===== src/rtl/mem_1r1w_ctrl_pkg.sv =====
// ============================================================================
// Module      : mem_1r1w_ctrl_pkg
// Description : Shared geometry constants and controller state encoding for
//               the mem_1r1w (48 x 64, 1R1W) SRAM controller.
// Revision    : 1.0 - initial release
// ============================================================================
`default_nettype none

package mem_1r1w_ctrl_pkg;

  localparam int DEPTH  = 48;
  localparam int WIDTH  = 64;
  localparam int ADDR_W = $clog2(DEPTH);

  // S_INIT zero-fills the array; S_RUN serves client traffic.
  typedef enum logic [0:0] {
    S_INIT = 1'b0,
    S_RUN  = 1'b1
  } state_t;

endpackage

`default_nettype wire


===== src/rtl/mem_1r1w_ctrl_rr_arb2.sv =====
// ============================================================================
// Module      : rr_arb2
// Description : Two-way round-robin arbiter. A lone requester always wins;
//               on contention the pointer decides, and after every grant the
//               pointer moves to the other client.
// Revision    : 1.0 - initial release
// ============================================================================
`default_nettype none

module rr_arb2 (
  input  logic       clock,
  input  logic       resetn,
  input  logic [1:0] valid,
  output logic [1:0] grant
);

  // 0: client 0 has priority on contention, 1: client 1 has priority.
  logic ptr_q;
  logic ptr_d;

  // Grant selection and pointer advance.
  always_comb begin
    grant = 2'b00;
    ptr_d = ptr_q;
    case (valid)
      2'b01:   grant = 2'b01;
      2'b10:   grant = 2'b10;
      2'b11:   grant = ptr_q ? 2'b10 : 2'b01;
      default: grant = 2'b00;
    endcase
    if (grant[0]) ptr_d = 1'b1;
    if (grant[1]) ptr_d = 1'b0;
  end

  // Pointer register; reset favours client 0.
  always_ff @(posedge clock) begin
    if (!resetn) ptr_q <= 1'b0;
    else         ptr_q <= ptr_d;
  end

endmodule

`default_nettype wire


===== src/rtl/mem_1r1w_ctrl.sv =====
// ============================================================================
// Module      : mem_1r1w_ctrl
// Description : Two-client controller for the mem_1r1w SRAM. Zero-fills the
//               array after reset, then round-robins reads and writes on
//               independent ports, returns read data one cycle after accept,
//               bypasses same-cycle write data to a colliding read and
//               rejects addresses >= DEPTH.
// Revision    : 1.0 - initial release
// ============================================================================
`default_nettype none

module mem_1r1w_ctrl
  import mem_1r1w_ctrl_pkg::*;
(
  input  logic              clock,
  input  logic              resetn,
  output logic              init_done,
  input  logic [1:0]        rd_valid,
  output logic [1:0]        rd_ready,
  input  logic [ADDR_W-1:0] rd_addr0,
  input  logic [ADDR_W-1:0] rd_addr1,
  output logic [1:0]        rd_resp_valid,
  output logic [WIDTH-1:0]  rd_resp_data,
  output logic              rd_resp_err,
  input  logic [1:0]        wr_valid,
  output logic [1:0]        wr_ready,
  input  logic [ADDR_W-1:0] wr_addr0,
  input  logic [ADDR_W-1:0] wr_addr1,
  input  logic [WIDTH-1:0]  wr_data0,
  input  logic [WIDTH-1:0]  wr_data1,
  output logic              wr_err,
  output logic [ADDR_W-1:0] R0_addr,
  output logic              R0_en,
  input  logic [WIDTH-1:0]  R0_data,
  output logic [ADDR_W-1:0] W0_addr,
  output logic              W0_en,
  output logic [WIDTH-1:0]  W0_data
);

  state_t              state_q, state_d;
  logic [ADDR_W-1:0]   fill_q, fill_d;
  logic [1:0]          owner_q, owner_d;
  logic                err_q, err_d;
  logic                byp_q, byp_d;
  logic [WIDTH-1:0]    byp_data_q, byp_data_d;

  logic                run;
  logic [1:0]          rd_req, wr_req;
  logic [1:0]          rd_gnt, wr_gnt;
  logic [ADDR_W-1:0]   rd_sel, wr_sel;
  logic [WIDTH-1:0]    wr_sel_data;
  logic                rd_ok, wr_ok, rd_acc, wr_acc;

  // Requests reach the arbiters only while serving traffic out of reset.
  always_comb begin
    run    = resetn && (state_q == S_RUN);
    rd_req = rd_valid & {2{run}};
    wr_req = wr_valid & {2{run}};
  end

  rr_arb2 u_rd_arb (
    .clock  (clock),
    .resetn (resetn),
    .valid  (rd_req),
    .grant  (rd_gnt)
  );

  rr_arb2 u_wr_arb (
    .clock  (clock),
    .resetn (resetn),
    .valid  (wr_req),
    .grant  (wr_gnt)
  );

  // Winner selection, memory port drive, next state and response capture.
  always_comb begin
    rd_sel      = rd_gnt[1] ? rd_addr1 : rd_addr0;
    wr_sel      = wr_gnt[1] ? wr_addr1 : wr_addr0;
    wr_sel_data = wr_gnt[1] ? wr_data1 : wr_data0;
    // Full-width compare so 48..63 never alias onto real entries.
    rd_ok       = rd_sel < ADDR_W'(DEPTH);
    wr_ok       = wr_sel < ADDR_W'(DEPTH);
    rd_acc      = |rd_gnt;
    wr_acc      = |wr_gnt;

    init_done   = run;
    rd_ready    = rd_gnt;
    wr_ready    = wr_gnt;
    R0_en       = rd_acc && rd_ok;
    R0_addr     = rd_sel;
    wr_err      = wr_acc && !wr_ok;
    W0_en       = wr_acc && wr_ok;
    W0_addr     = wr_sel;
    W0_data     = wr_sel_data;

    state_d     = state_q;
    fill_d      = fill_q;

    if (state_q == S_INIT) begin
      W0_en   = resetn;
      W0_addr = fill_q;
      W0_data = '0;
      fill_d  = fill_q + ADDR_W'(1);
      if (fill_q == ADDR_W'(DEPTH - 1)) begin
        state_d = S_RUN;
        fill_d  = '0;
      end
    end

    owner_d    = rd_gnt;
    err_d      = rd_acc && !rd_ok;
    // Array read returns pre-write contents, so a same-address write must
    // be carried to the response through this register.
    byp_d      = rd_acc && rd_ok && wr_acc && wr_ok && (rd_sel == wr_sel);
    byp_data_d = wr_sel_data;
  end

  // FSM, fill counter and response-path registers.
  always_ff @(posedge clock) begin
    if (!resetn) begin
      state_q    <= S_INIT;
      fill_q     <= '0;
      owner_q    <= 2'b00;
      err_q      <= 1'b0;
      byp_q      <= 1'b0;
      byp_data_q <= '0;
    end else begin
      state_q    <= state_d;
      fill_q     <= fill_d;
      owner_q    <= owner_d;
      err_q      <= err_d;
      byp_q      <= byp_d;
      byp_data_q <= byp_data_d;
    end
  end

  // Response strobe is suppressed while reset is held so a pending
  // response never escapes once reset is asserted.
  always_comb begin
    rd_resp_valid = owner_q & {2{resetn}};
    rd_resp_err   = err_q && resetn;
    if (err_q)      rd_resp_data = '0;
    else if (byp_q) rd_resp_data = byp_data_q;
    else            rd_resp_data = R0_data;
  end

endmodule

`default_nettype wire


===== config.mk =====
export PLATFORM = sky130hd
export DESIGN_NAME = mem_1r1w_ctrl
export DESIGN_NICKNAME = d
export VERILOG_FILES = /design/src/rtl/mem_1r1w_ctrl_pkg.sv /design/src/rtl/mem_1r1w_ctrl_rr_arb2.sv /design/src/rtl/mem_1r1w_ctrl.sv
export SDC_FILE = /design/constraint.sdc
export NUM_CORES = 1
export LEC_CHECK = 0
export BUFFER_PORTS_ARGS = -buffer_cell sky130_fd_sc_hd__buf_2
export CAP_MARGIN = 20
export CORE_AREA = 5 5 140 142
export DETAILED_ROUTE_END_ITERATION = 6
export DIE_AREA = 0 0 145 147
export GPL_ROUTABILITY_DRIVEN = 0
export RECOVER_POWER = 50
export SKIP_LAST_GASP = 1
export SLEW_MARGIN = 40
export SYNTH_ARGS = -nofsm -noshare
export SYNTH_HDL_FRONTEND = slang
export SYNTH_SLANG_ARGS = --single-unit

===== constraint.sdc =====
create_clock -name clock -period 2.3 [get_ports clock]
set_clock_uncertainty 0.15 [all_clocks]
set_input_delay 0.345 -clock clock [delete_from_list [all_inputs] [get_ports clock]]
set_output_delay 0.345 -clock clock [all_outputs]
set_load 0.005 [all_outputs]

==> results of run 1 <==
==> sequential cells by signal, summed over array words and instances, names as in the netlist <==
name and flops:
byp_data_q 64, u_rd_arb.ptr_q 1, owner_q 2, fill_q 6, u_wr_arb.ptr_q 1, state_q 1
byp_q 1, err_q 1
==> cell usage in the layout, fill, tap and decap left out, drive strengths merged, types with 3 or more instances in the layout <==
master / instances
buf: 392
nor2: 145
mux2i: 131
dfxtp: 77
nor2b: 67
clkbuf: 18
o21ai: 12
nand2: 11
inv: 9
a21oi: 8
and3: 7
a31oi: 6
nand3: 6
o211ai: 5
and2: 4
a211oi: 4
nand4: 3
o31ai: 3
or2: 3
nor3: 3
clkinv: 3
==> metrics by stage <==
| step | total power, mW | TNS, ps | hold slack, ps | instance area (um^2) |
|---|---|---|---|---|
| 2_1_floorplan | 1.65 | 0 | 307 | 4710 |
| 3_3_place_gp | 1.97 | 0 | 328 | 6850 |
| 3_5_place_dp | 1.98 | 0 | 337 | 6850 |
| 4_1_cts | 3.41 | -1270 | 102 | 7190 |
| 5_1_grt | 3.59 | -516 | 109 | 7700 |
| 6_report | 3.40 | 0 | 116 | 7700 |
==> worst reg2reg max path, stage by stage, from the launching register on <==
cell and delay [ps]:
dfxtp_4 390, nand2_8 70, buf_4 150, o31ai_1 480
a211oi_1 140, nand4b_1 230, nor4_2 260
==> report_power, final <==
group	switching, mW	internal, mW
Sequential	0.0219	1.40
Clock	0.562	0.839
Combinational	0.277	0.303
==> how the worst min path moves through the flow <==
stage               cells after the start        endpoint
floorplan                               2  u_rd_arb.ptr_q
global placement                        2  u_rd_arb.ptr_q
detailed placement                      2  u_rd_arb.ptr_q
CTS                                     3  byp_data_q[58]
global route                            3  byp_data_q[58]
finish                                  3  byp_data_q[58]
==> kinds of logic after synthesis <==
family	count (synthesis)	synth area share, %
AOI/OAI and AO/OA	46	6.54
xor gates and xnor gates	2	0.372
adders and majority gates	1	0.266
buffers and inverters	51	4.92
DFF	77	32.8
muxes	132	28.1
and+or+nand+nor	261	27.0
==> routing by layer <==
metal / vias to the layer above / track usage, % / part of all wire, %
met5: - / 0 / 0
met4: 0 / 5.46 / 2.4
met3: 29 / 3.89 / 6.5
met2: 230 / 28.9 / 50
met1: 2453 / 19.4 / 42
li1: 2681 / - / -
==> final cells by class <==
type	count	share of cell area [%]
clock buffers	10	2.97
clock inverters	6	0.812
inverters	8	0.422
multi-input cells	442	42.1
flip-flops and latches	77	20.1
well taps	234	3.80
repair buffers	400	29.8
==> timing repair <==
action / CTS / global route
gates resized for setup: 5 / 62
setup endpoints to repair: 19 / 71
buffers inserted: 0 / 4
gates cloned: 1 / 8
pin swaps: 0 / 3
==> out/results.tsv, run 1 <==
stage	metric	value	unit
run_status	status	finished clean	
setup_path	cp_max_fo	5	
final_layout	fillers	1862	
setup_path	cp.arrival	1750	ps
placement	dp_slack	131	ps
sta	slew_headroom	64.8	%
route	vias_per_cell	4.58	
clocking	htree_num_levels	3	
floorplan	die_h	147	um
setup_path	slowest_delay	390	ps
clocking	cts_hold_buffers	0	
sta	report.final.slew_viol_count	0	
setup_path	crit_slowest_cell	dfxtp_4	
synth	async_flop_share	0	%
setup_path	crit_family	buffers and inverters	
final_layout	multi_input_area	0.00324	mm^2
clocking	clkLatencyLatePin	330	ps
setup_path	r2r_cells	6	
grt	grt_pass1_vias	5275	
grt	antenna_found_initial	0	
flow_run	max_cap_violations	0	
synth	synthCells	570	
floorplan	initial_core_util	25.7	%
synth	synth_seq_cells	77	
floorplan	boundaryPins	373	
clocking	cts_made_buffers	9	
setup_path	r2r-start	state_q	
synth	synth.most_common_cell	nor2_1	
power	ir_drop	0.297	mV
setup_path	crit_start	state_q	
final_layout	diodes	0	
floorplan	coreArea	0.0183	mm^2
grt	grt_max_degree	51	
synth	synth_top_area_share	32.8	%
final_layout	area_growth	63.7	%
setup_path	path_depth	8	
sta	min_period	2250	ps
setup_path	required	1800	ps
setup_path	cp-start-kind	flip-flop	
synth	netlist-cell-type-count	46	
setup_path	crit_path_cell_trace	nand2_8 > inv_4 > nand3_4 > clkbuf_16 > buf_16 > mux2i_4 > nor2b_1 > buf_2	
sta	setup_ws	52.4	ps
synth	syn-cell-area	0.00471	mm^2
synth	ys_warn_count	0	
synth	synth_area_leaders	dfxtp_1 (33%), mux2i_1 (28%), nor2_1 (11%), nor2b_1 (8.9%), clkbuf_1 (1.9%)	
sta	finalHoldViolCount	0	
power	p_leak	3.88	nW
final_layout	final_nets	1161	
min_path	hp-class	input port to flip-flop	
setup_path	worst_r2r_endpoint	byp_q	
placement	port_buffers	372	
clocking	cts_tree	done	
setup_path	crit_end	W0_data[45]	
sta	max_freq	445	MHz
route	wl	20000	um
floorplan	die_area	0.0213	mm^2
grt	grt_pass1_wl	28500	um
placement	dp_cells	1148	
setup_path	crit_type	flip-flop to primary output	
final_layout	seqCellArea	0.00155	mm^2
sta	rsz0062_at_grt	true	
clocking	root_buffer	clkbuf_16	
power	powerDensity	441	mW/mm^2
final_layout	post-route-util	42.0	%
route	ant_nets	0	
synth	synth_top_area_cell	dfxtp_1	
setup_path	critical_path_buf_inv_count	4	
route	vias	5393	
sta	fin_crit_sh	97.7	%
sta	setup_viol	0	
sta	worst_pin_slew	524	ps
route	drc	0	
synth	syn_nets	793	
grt	globalRouteOverflowTotal	0	
floorplan	rows	50	
grt	grt.total_usage	16.3	%
min_path	min_from	wr_data1[58]	
clocking	cts_sinks	77	
final_layout	fin_cells	1177	
route	dr.pass1.iters	4	
synth	yosysSeqAreaShare	32.8	%
synth	synth-edff-count	0	
synth	synthFlopType	dfxtp_1	
route	wire_per_inst	17.0	um
placement	hpwl	14800	um
floorplan	die_w	145	um
route	drt_iter0_drc	191	
synth	yosys-top-cells-count	nor2_1 (144), mux2i_1 (131), dfxtp_1 (77), nor2b_1 (67), clkbuf_1 (24)	
setup_path	cp-end-kind	primary output	
clocking	clock_path_buffers	2	
setup_path	r2r_setup_slack	330	ps
final_layout	drive_gt1_share	50.3	%
clocking	cts.clk_slew.worst_paths	60	ps
synth	avgSynthCellArea	8.26	um^2
Note: power is estimated with default switching activity, not from simulation.
==> run 2: changes to the inputs <==
- CORE_AREA: 5 5 140 142 -> 5 5 142 144
- DIE_AREA: 0 0 145 147 -> 0 0 147 149
- SYNTH_HIERARCHICAL: not set -> 1
==> out/results.tsv, run 2 <==
stage	metric	value	unit	change
run_status	status	complete, but fails checks		was finished clean
run_status	violations	setup timing		
synth	yosys-top-cells-count	nor2_1 (138), mux2i_1 (134), dfxtp_1 (77), nor2b_1 (66), clkbuf_1 (25)		was nor2_1 (144), mux2i_1 (131), dfxtp_1 (77), nor2b_1 (67), clkbuf_1 (24)
floorplan	rows	50		unchanged
synth	netlist-cell-type-count	34		was 46
grt	antenna_found_initial	0		unchanged
sta	setup_ws	-168	ps	was 52.4 ps
synth	synth.most_common_cell	nor2_1		unchanged
grt	globalRouteOverflowTotal	0		unchanged
sta	setup_viol	78		was 0
setup_path	cp_max_fo	7		was 5
final_layout	largest_register	byp_data_q		unchanged
floorplan	die_area	0.0219	mm^2	was 0.0213 mm^2
final_layout	largest_reg_flops	64		unchanged
sta	fin_crit_sh	107	%	was 97.7%
route	ant_nets	0		unchanged
clocking	root_buffer	clkbuf_16		unchanged
sta	slew_headroom	72.1	%	was 64.8%
route	dr.pass1.iters	4		unchanged
setup_path	cp.arrival	1970	ps	was 1750 ps
route	vias_per_cell	4.47		was 4.58
setup_path	cp-end-kind	primary output		unchanged
clocking	clock_path_buffers	2		unchanged
clocking	cts_hold_buffers	0		unchanged
synth	async_flop_share	0	%	unchanged
synth	synth_top_family_by_area	multiplexers		unchanged
synth	synth_compound_area_share	3.35	%	was 6.54%
clocking	clkLatencyLatePin	340	ps	was 330 ps
route	vias	5497		was 5,393
setup_path	cp-start-kind	flip-flop		unchanged
min_path	hp-class	input port to flip-flop		unchanged
power	powerDensity	432	mW/mm^2	was 441 mW/mm^2
setup_path	r2r-start	state_q		unchanged
grt	grt_max_degree	66		was 51
sta	worst_pin_slew	419	ps	was 524 ps
clocking	cts_tree	done		unchanged
synth	avgSynthCellArea	8.52	um^2	was 8.26 um^2
sta	rsz0062_at_grt	true		unchanged
grt	grt_pass1_vias	5735		was 5,275
clocking	cts_made_buffers	9		unchanged
synth	syn-cell-area	0.00456	mm^2	was 0.00471 mm^2
flow_run	max_cap_violations	0		unchanged
clocking	htree_num_levels	3		unchanged
final_layout	area_growth	92.0	%	was 63.7%
synth	yosysSeqAreaShare	33.8	%	was 32.8%
synth	synth_seq_cells	77		unchanged
grt	grt_pass1_wl	30200	um	was 28,500 um
sta	min_period	2470	ps	was 2250 ps
floorplan	die_w	147	um	was 145 um
placement	port_buffers	372		unchanged
route	drt_iter0_drc	206		was 191
synth	synth_area_leaders	dfxtp_1 (34%), mux2i_1 (29%), nor2_1 (11%), nor2b_1 (9.1%), clkbuf_1 (2.1%)		was dfxtp_1 (33%), mux2i_1 (28%), nor2_1 (11%), nor2b_1 (8.9%), clkbuf_1 (1.9%)
final_layout	diodes	0		unchanged
final_layout	top_regs	byp_data_q (64), fill_q (6), owner_q (2)		unchanged
min_path	min_path_cells	3		unchanged
placement	hpwl	13700	um	was 14,800 um
sta	report.final.slew_viol_count	0		unchanged
sta	finalHoldViolCount	0		unchanged
power	power	3.78	mW	was 3.40 mW
synth	synthFlopType	dfxtp_1		unchanged
floorplan	coreArea	0.0186	mm^2	was 0.0183 mm^2
clocking	cts.clk_slew.worst_paths	60	ps	about the same
synth	synth_top_area_share	33.8	%	was 32.8%
setup_path	crit_type	flip-flop to primary output		unchanged
route	wire_per_inst	16.9	um	was 17.0 um
synth	synth-edff-count	0		unchanged
clocking	cts_sinks	77		unchanged
synth	syn_nets	758		was 793
power	p_leak	4.05	nW	was 3.88 nW
setup_path	r2r_cells	9		was 6
final_layout	mostFrequentLayoutCells	buf_2 (372), nor2_1 (135), buf_4 (93)		was buf_2 (370), nor2_1 (143), mux2i_1 (91)
sta	hold_slack	135	ps	was 116 ps
synth	muxShareOfSynthArea	31.8	%	was 28.1%
synth	synthCells	535		was 570
synth	synthAdderAreaFrac	0.274	%	was 0.266%
synth	synthSimpleGateAreaFrac	25.0	%	was 27.0%
min_path	worstHoldEndpoint	byp_data_q[39]		was byp_data_q[58]
floorplan	initial_core_util	24.5	%	was 25.7%
route	drc	0		unchanged
final_layout	mostFrequentLayoutCell	buf_2		unchanged
sta	max_freq	405	MHz	was 445 MHz
floorplan	die_h	149	um	was 147 um
setup_path	worst_r2r_endpoint	byp_q		unchanged
min_path	min_from	wr_data0[39]		was wr_data1[58]
synth	synth_top_area_cell	dfxtp_1		unchanged
grt	grt.total_usage	17.5	%	was 16.3%
setup_path	r2r_setup_slack	100	ps	was 330 ps
final_layout	fillers	1760		was 1,862
final_layout	drive_gt1_share	59.1	%	was 50.3%
floorplan	boundaryPins	373		unchanged
synth	ys_warn_count	6		was 0
sta	finalSetupTns	-7110	ps	was 0 ps
power	ir_drop	0.323	mV	was 0.297 mV
route	wl	20800	um	was 20,000 um
final_layout	final_nets	1215		was 1,161
setup_path	required	1800	ps	about the same
synth	synth-xor-area-share	1.34	%	was 0.372%
run 2: how the worst max path moves through the flow:
stage               slack [ps]  startpoint  cells after the start          end
floorplan                   70      resetn                      8  W0_data[33]
global placement           -20      resetn                      8  W0_data[63]
detailed placement         -30      resetn                      8  W0_data[63]
CTS                       -150     state_q                      8  W0_data[58]
global route              -240     state_q                      8   W0_addr[0]
finish                    -170     state_q                      9   W0_data[8]
run 2: layer usage:
layer  track usage, %  wire length, um  up-vias
met5                0                0        -
met4             5.31              367        0
met3             4.53             1400       23
met2             30.7            10700      233
met1             21.1             8400     2546
li1                 -                -     2695
run 2: what timing repair did:
item / CTS / global route
pin swaps: 1 / 6
resized for setup: 106 / 45
cloned: 9 / 1
buffers inserted: 57 / 19
endpoints found under the setup margin: 77 / 79
run 2: cells by family after synthesis:
family,Yosys count
xor+xnor,7
fa+ha+maj,1
compound gates,25
flops,77
buf+inv,43
simple gates,240
mux,142
run 2: area by class of cell:
class                           instances  area, um^2  area share, %
Inverter                                2        7.51         0.0857
Multi-Input combinational cell        416        3520           40.2
Tap cell                              234         293           3.34
Clock inverter                          4        97.6           1.11
Clock buffer                           11         243           2.77
Sequential cell                        77        1550           17.7
Timing Repair Buffer                  486        3040           34.7
run 2: metrics by stage:
stage	std cells	area (um^2)	setup slack, ps	utilization [%]
final	1230	8760	-168	47.1
after global routing	1230	8760	-238	47.1
after CTS	1213	8360	-153	45.0
after detailed placement	1133	6840	-28.9	36.8
after global placement	1133	6840	-21.4	36.8
after floorplan	535	4560	65.7	-
run 2: worst max-delay path, cell delays in order (launching register included):
cell and delay [ps]:
dfxtp_4 350, and3_4 160, nand2b_4 70, and2_4 190
buf_12 120, buf_12 120, buf_16 150, mux2i_2 260
nor2_1 60, buf_2 140
run 2: power by group:
group	leakage, nW	internal, mW	switching, mW	total (mW)
clock	0.162	1.08	0.571	1.66
sequential	0.641	1.40	0.0216	1.42
combinational	3.25	0.408	0.298	0.706
total	4.05	2.89	0.890	3.78
==> run 3: changes to the inputs <==
- BUFFER_PORTS_ARGS: -buffer_cell sky130_fd_sc_hd__buf_2 -> -buffer_cell sky130_fd_sc_hd__buf_4
- GPL_TIMING_DRIVEN: not set -> 0
==> out/results.tsv, run 3 (synthesis results as in run 2) <==
stage	metric	value	unit	change
floorplan	rows	50		unchanged
floorplan	boundaryPins	373		unchanged
floorplan	die_h	149	um	unchanged
flow_run	max_cap_violations	0		unchanged
run_status	violations	setup timing		unchanged
clocking	cts_made_buffers	9		unchanged
placement	dp_cells	1141		was 1,133
floorplan	initial_core_util	24.5	%	unchanged
route	dr.pass1.iters	4		unchanged
route	drt_iter0_drc	188		was 206
floorplan	coreArea	0.0186	mm^2	unchanged
route	wire_per_inst	18.0	um	was 16.9 um
placement	port_buffers	372		unchanged
run_status	status	complete, but fails checks		unchanged
power	seq_power_share	38.9	%	was 37.5%
sta	hold_slack	123	ps	was 135 ps
floorplan	die_area	0.0219	mm^2	unchanged
final_layout	top_regs	byp_data_q (64), fill_q (6), owner_q (2)		unchanged
setup_path	cp-start-kind	flip-flop		unchanged
clocking	cts_tree	done		unchanged
sta	setup_ws	-314	ps	was -168 ps
power	power_switching	0.893	mW	was 0.890 mW
sta	setup_viol	81		was 78
clocking	clkLatencyLatePin	330	ps	was 340 ps
sta	slew_headroom	63.6	%	was 72.1%
sta	fin_crit_sh	114	%	was 107%
setup_path	crit_type	flip-flop to primary output		unchanged
power	p_leak	4.06	nW	was 4.05 nW
final_layout	mostFrequentLayoutCells	buf_4 (421), nor2_1 (138), dfxtp_1 (76)		was buf_2 (372), nor2_1 (135), buf_4 (93)
final_layout	diodes	0		unchanged
final_layout	final_nets	1192		was 1,215
power	clkPwrFrac	39.7	%	was 43.8%
final_layout	largest_reg_flops	64		unchanged
final_layout	largest_register	byp_data_q		unchanged
route	ant_nets	0		unchanged
grt	grt_pass1_wl	31200	um	was 30,200 um
grt	grt_max_degree	14		was 66
grt	grt_pass1_vias	5602		was 5,735
power	internal_power	2.76	mW	was 2.89 mW
route	vias_per_cell	4.48		was 4.47
final_layout	drive_gt1_share	56.0	%	was 59.1%
clocking	cts_sinks	77		unchanged
placement	hpwl	16600	um	was 13,700 um
sta	report.final.slew_viol_count	0		unchanged
sta	finalSetupTns	-19620	ps	was -7110 ps
sta	rsz0062_at_grt	true		unchanged
grt	grt.total_usage	18.4	%	was 17.5%
setup_path	cp-end-kind	primary output		unchanged
floorplan	die_w	147	um	unchanged
power	switching_share	24.5	%	was 23.6%
placement	dp_slack	-879	ps	was -28.9 ps
sta	finalHoldViolCount	0		unchanged
route	vias	5415		was 5,497
power	powerDensity	398	mW/mm^2	was 432 mW/mm^2
final_layout	area_growth	101	%	was 92.0%
final_layout	fin_cells	1208		was 1,230
min_path	hp-class	input port to flip-flop		unchanged
power	ir_drop	0.328	mV	was 0.323 mV
setup_path	required	1800	ps	about the same
route	drc	0		unchanged
sta	max_freq	383	MHz	was 405 MHz
clocking	root_buffer	clkbuf_16		unchanged
final_layout	mostFrequentLayoutCell	buf_4		was buf_2
power	p_comb_share	21.4	%	was 18.7%
grt	antenna_found_initial	0		unchanged
sta	min_period	2610	ps	was 2470 ps
final_layout	fillers	1804		was 1,760
clocking	htree_num_levels	3		unchanged
setup_path	cp.arrival	2120	ps	was 1970 ps
clocking	cts.clk_slew.worst_paths	60	ps	about the same
route	wl	21800	um	was 20,800 um
setup_path	cp_max_fo	7		unchanged
sta	worst_pin_slew	542	ps	was 419 ps
clocking	cts_hold_buffers	0		unchanged
clocking	clock_path_buffers	2		unchanged
grt	globalRouteOverflowTotal	0		unchanged
## run 3: area by class of cell
type / count / area (um^2) / share of cell area [%]
Buffer: 40 / 305 / 3.33
Sequential cell: 77 / 1550 / 16.8
Clock buffer: 10 / 239 / 2.61
Clock inverter: 6 / 62.6 / 0.682
Inverter: 2 / 7.51 / 0.0818
Multi-Input combinational cell: 415 / 3420 / 37.3
Tap cell: 234 / 293 / 3.19
Timing Repair Buffer: 424 / 3300 / 35.9
## run 3: power by group through the flow
stage          clock, mW  sequential [mW]  combinational, mW
6_report            1.45             1.42              0.782
5_1_grt             1.54             1.43              0.845
4_1_cts             1.49             1.42              0.756
3_5_place_dp           0             1.45              0.665
3_3_place_gp           0             1.45              0.659
2_1_floorplan          0             1.44              0.203
## run 3: what timing repair did
action	in CTS	in global routing
setup endpoints to repair	181	130
pin swaps	3	0
endpoints found under the hold margin	0	0
setup buffers	39	10
resized for setup	134	40
cloned	2	1
## run 3: per-layer routing
metal | up-vias | global-route usage [%] | share of wire (%)
met5 | - | 0 | 0
li1 | 2646 | - | -
met2 | 229 | 32.0 | 50
met4 | 0 | 7.50 | 3.1
met3 | 43 | 5.04 | 7.3
met1 | 2497 | 21.6 | 40
## run 3: worst max-delay path, cell delays in order (launching register included)
cell and delay (ps):
dfxtp_4 350, buf_8 120, and3_4 150, nand2b_4 60, and2_4 230, buf_12 170, buf_12 140, buf_6 100
mux2i_2 220, nor2_1 70, buf_4 160
## run 3: stage by stage
step                      power, mW  instance area [um^2]  utilization (%)
after floorplan                1.65                  4560                -
after global placement         2.11                  7650             41.2
after detailed placement       2.12                  7650             41.2
after CTS                      3.67                  8940             48.1
after global routing           3.81                  9170             49.4
final                          3.65                  9170             49.4
## run 3: path summary, 6_finish.rpt
| kind | from | cells past startpoint | slack (ps) | to |
|---|---|---|---|---|
| worst max-delay path | state_q | 10 | -310 | W0_data[1] |
| worst min-delay path | wr_data0[35] | 3 | 120 | byp_data_q[35] |
| worst max register to register | state_q | 11 | -40 | byp_q |
| worst min register to register | u_rd_arb/ptr_q | 2 | 340 | u_rd_arb/ptr_q |
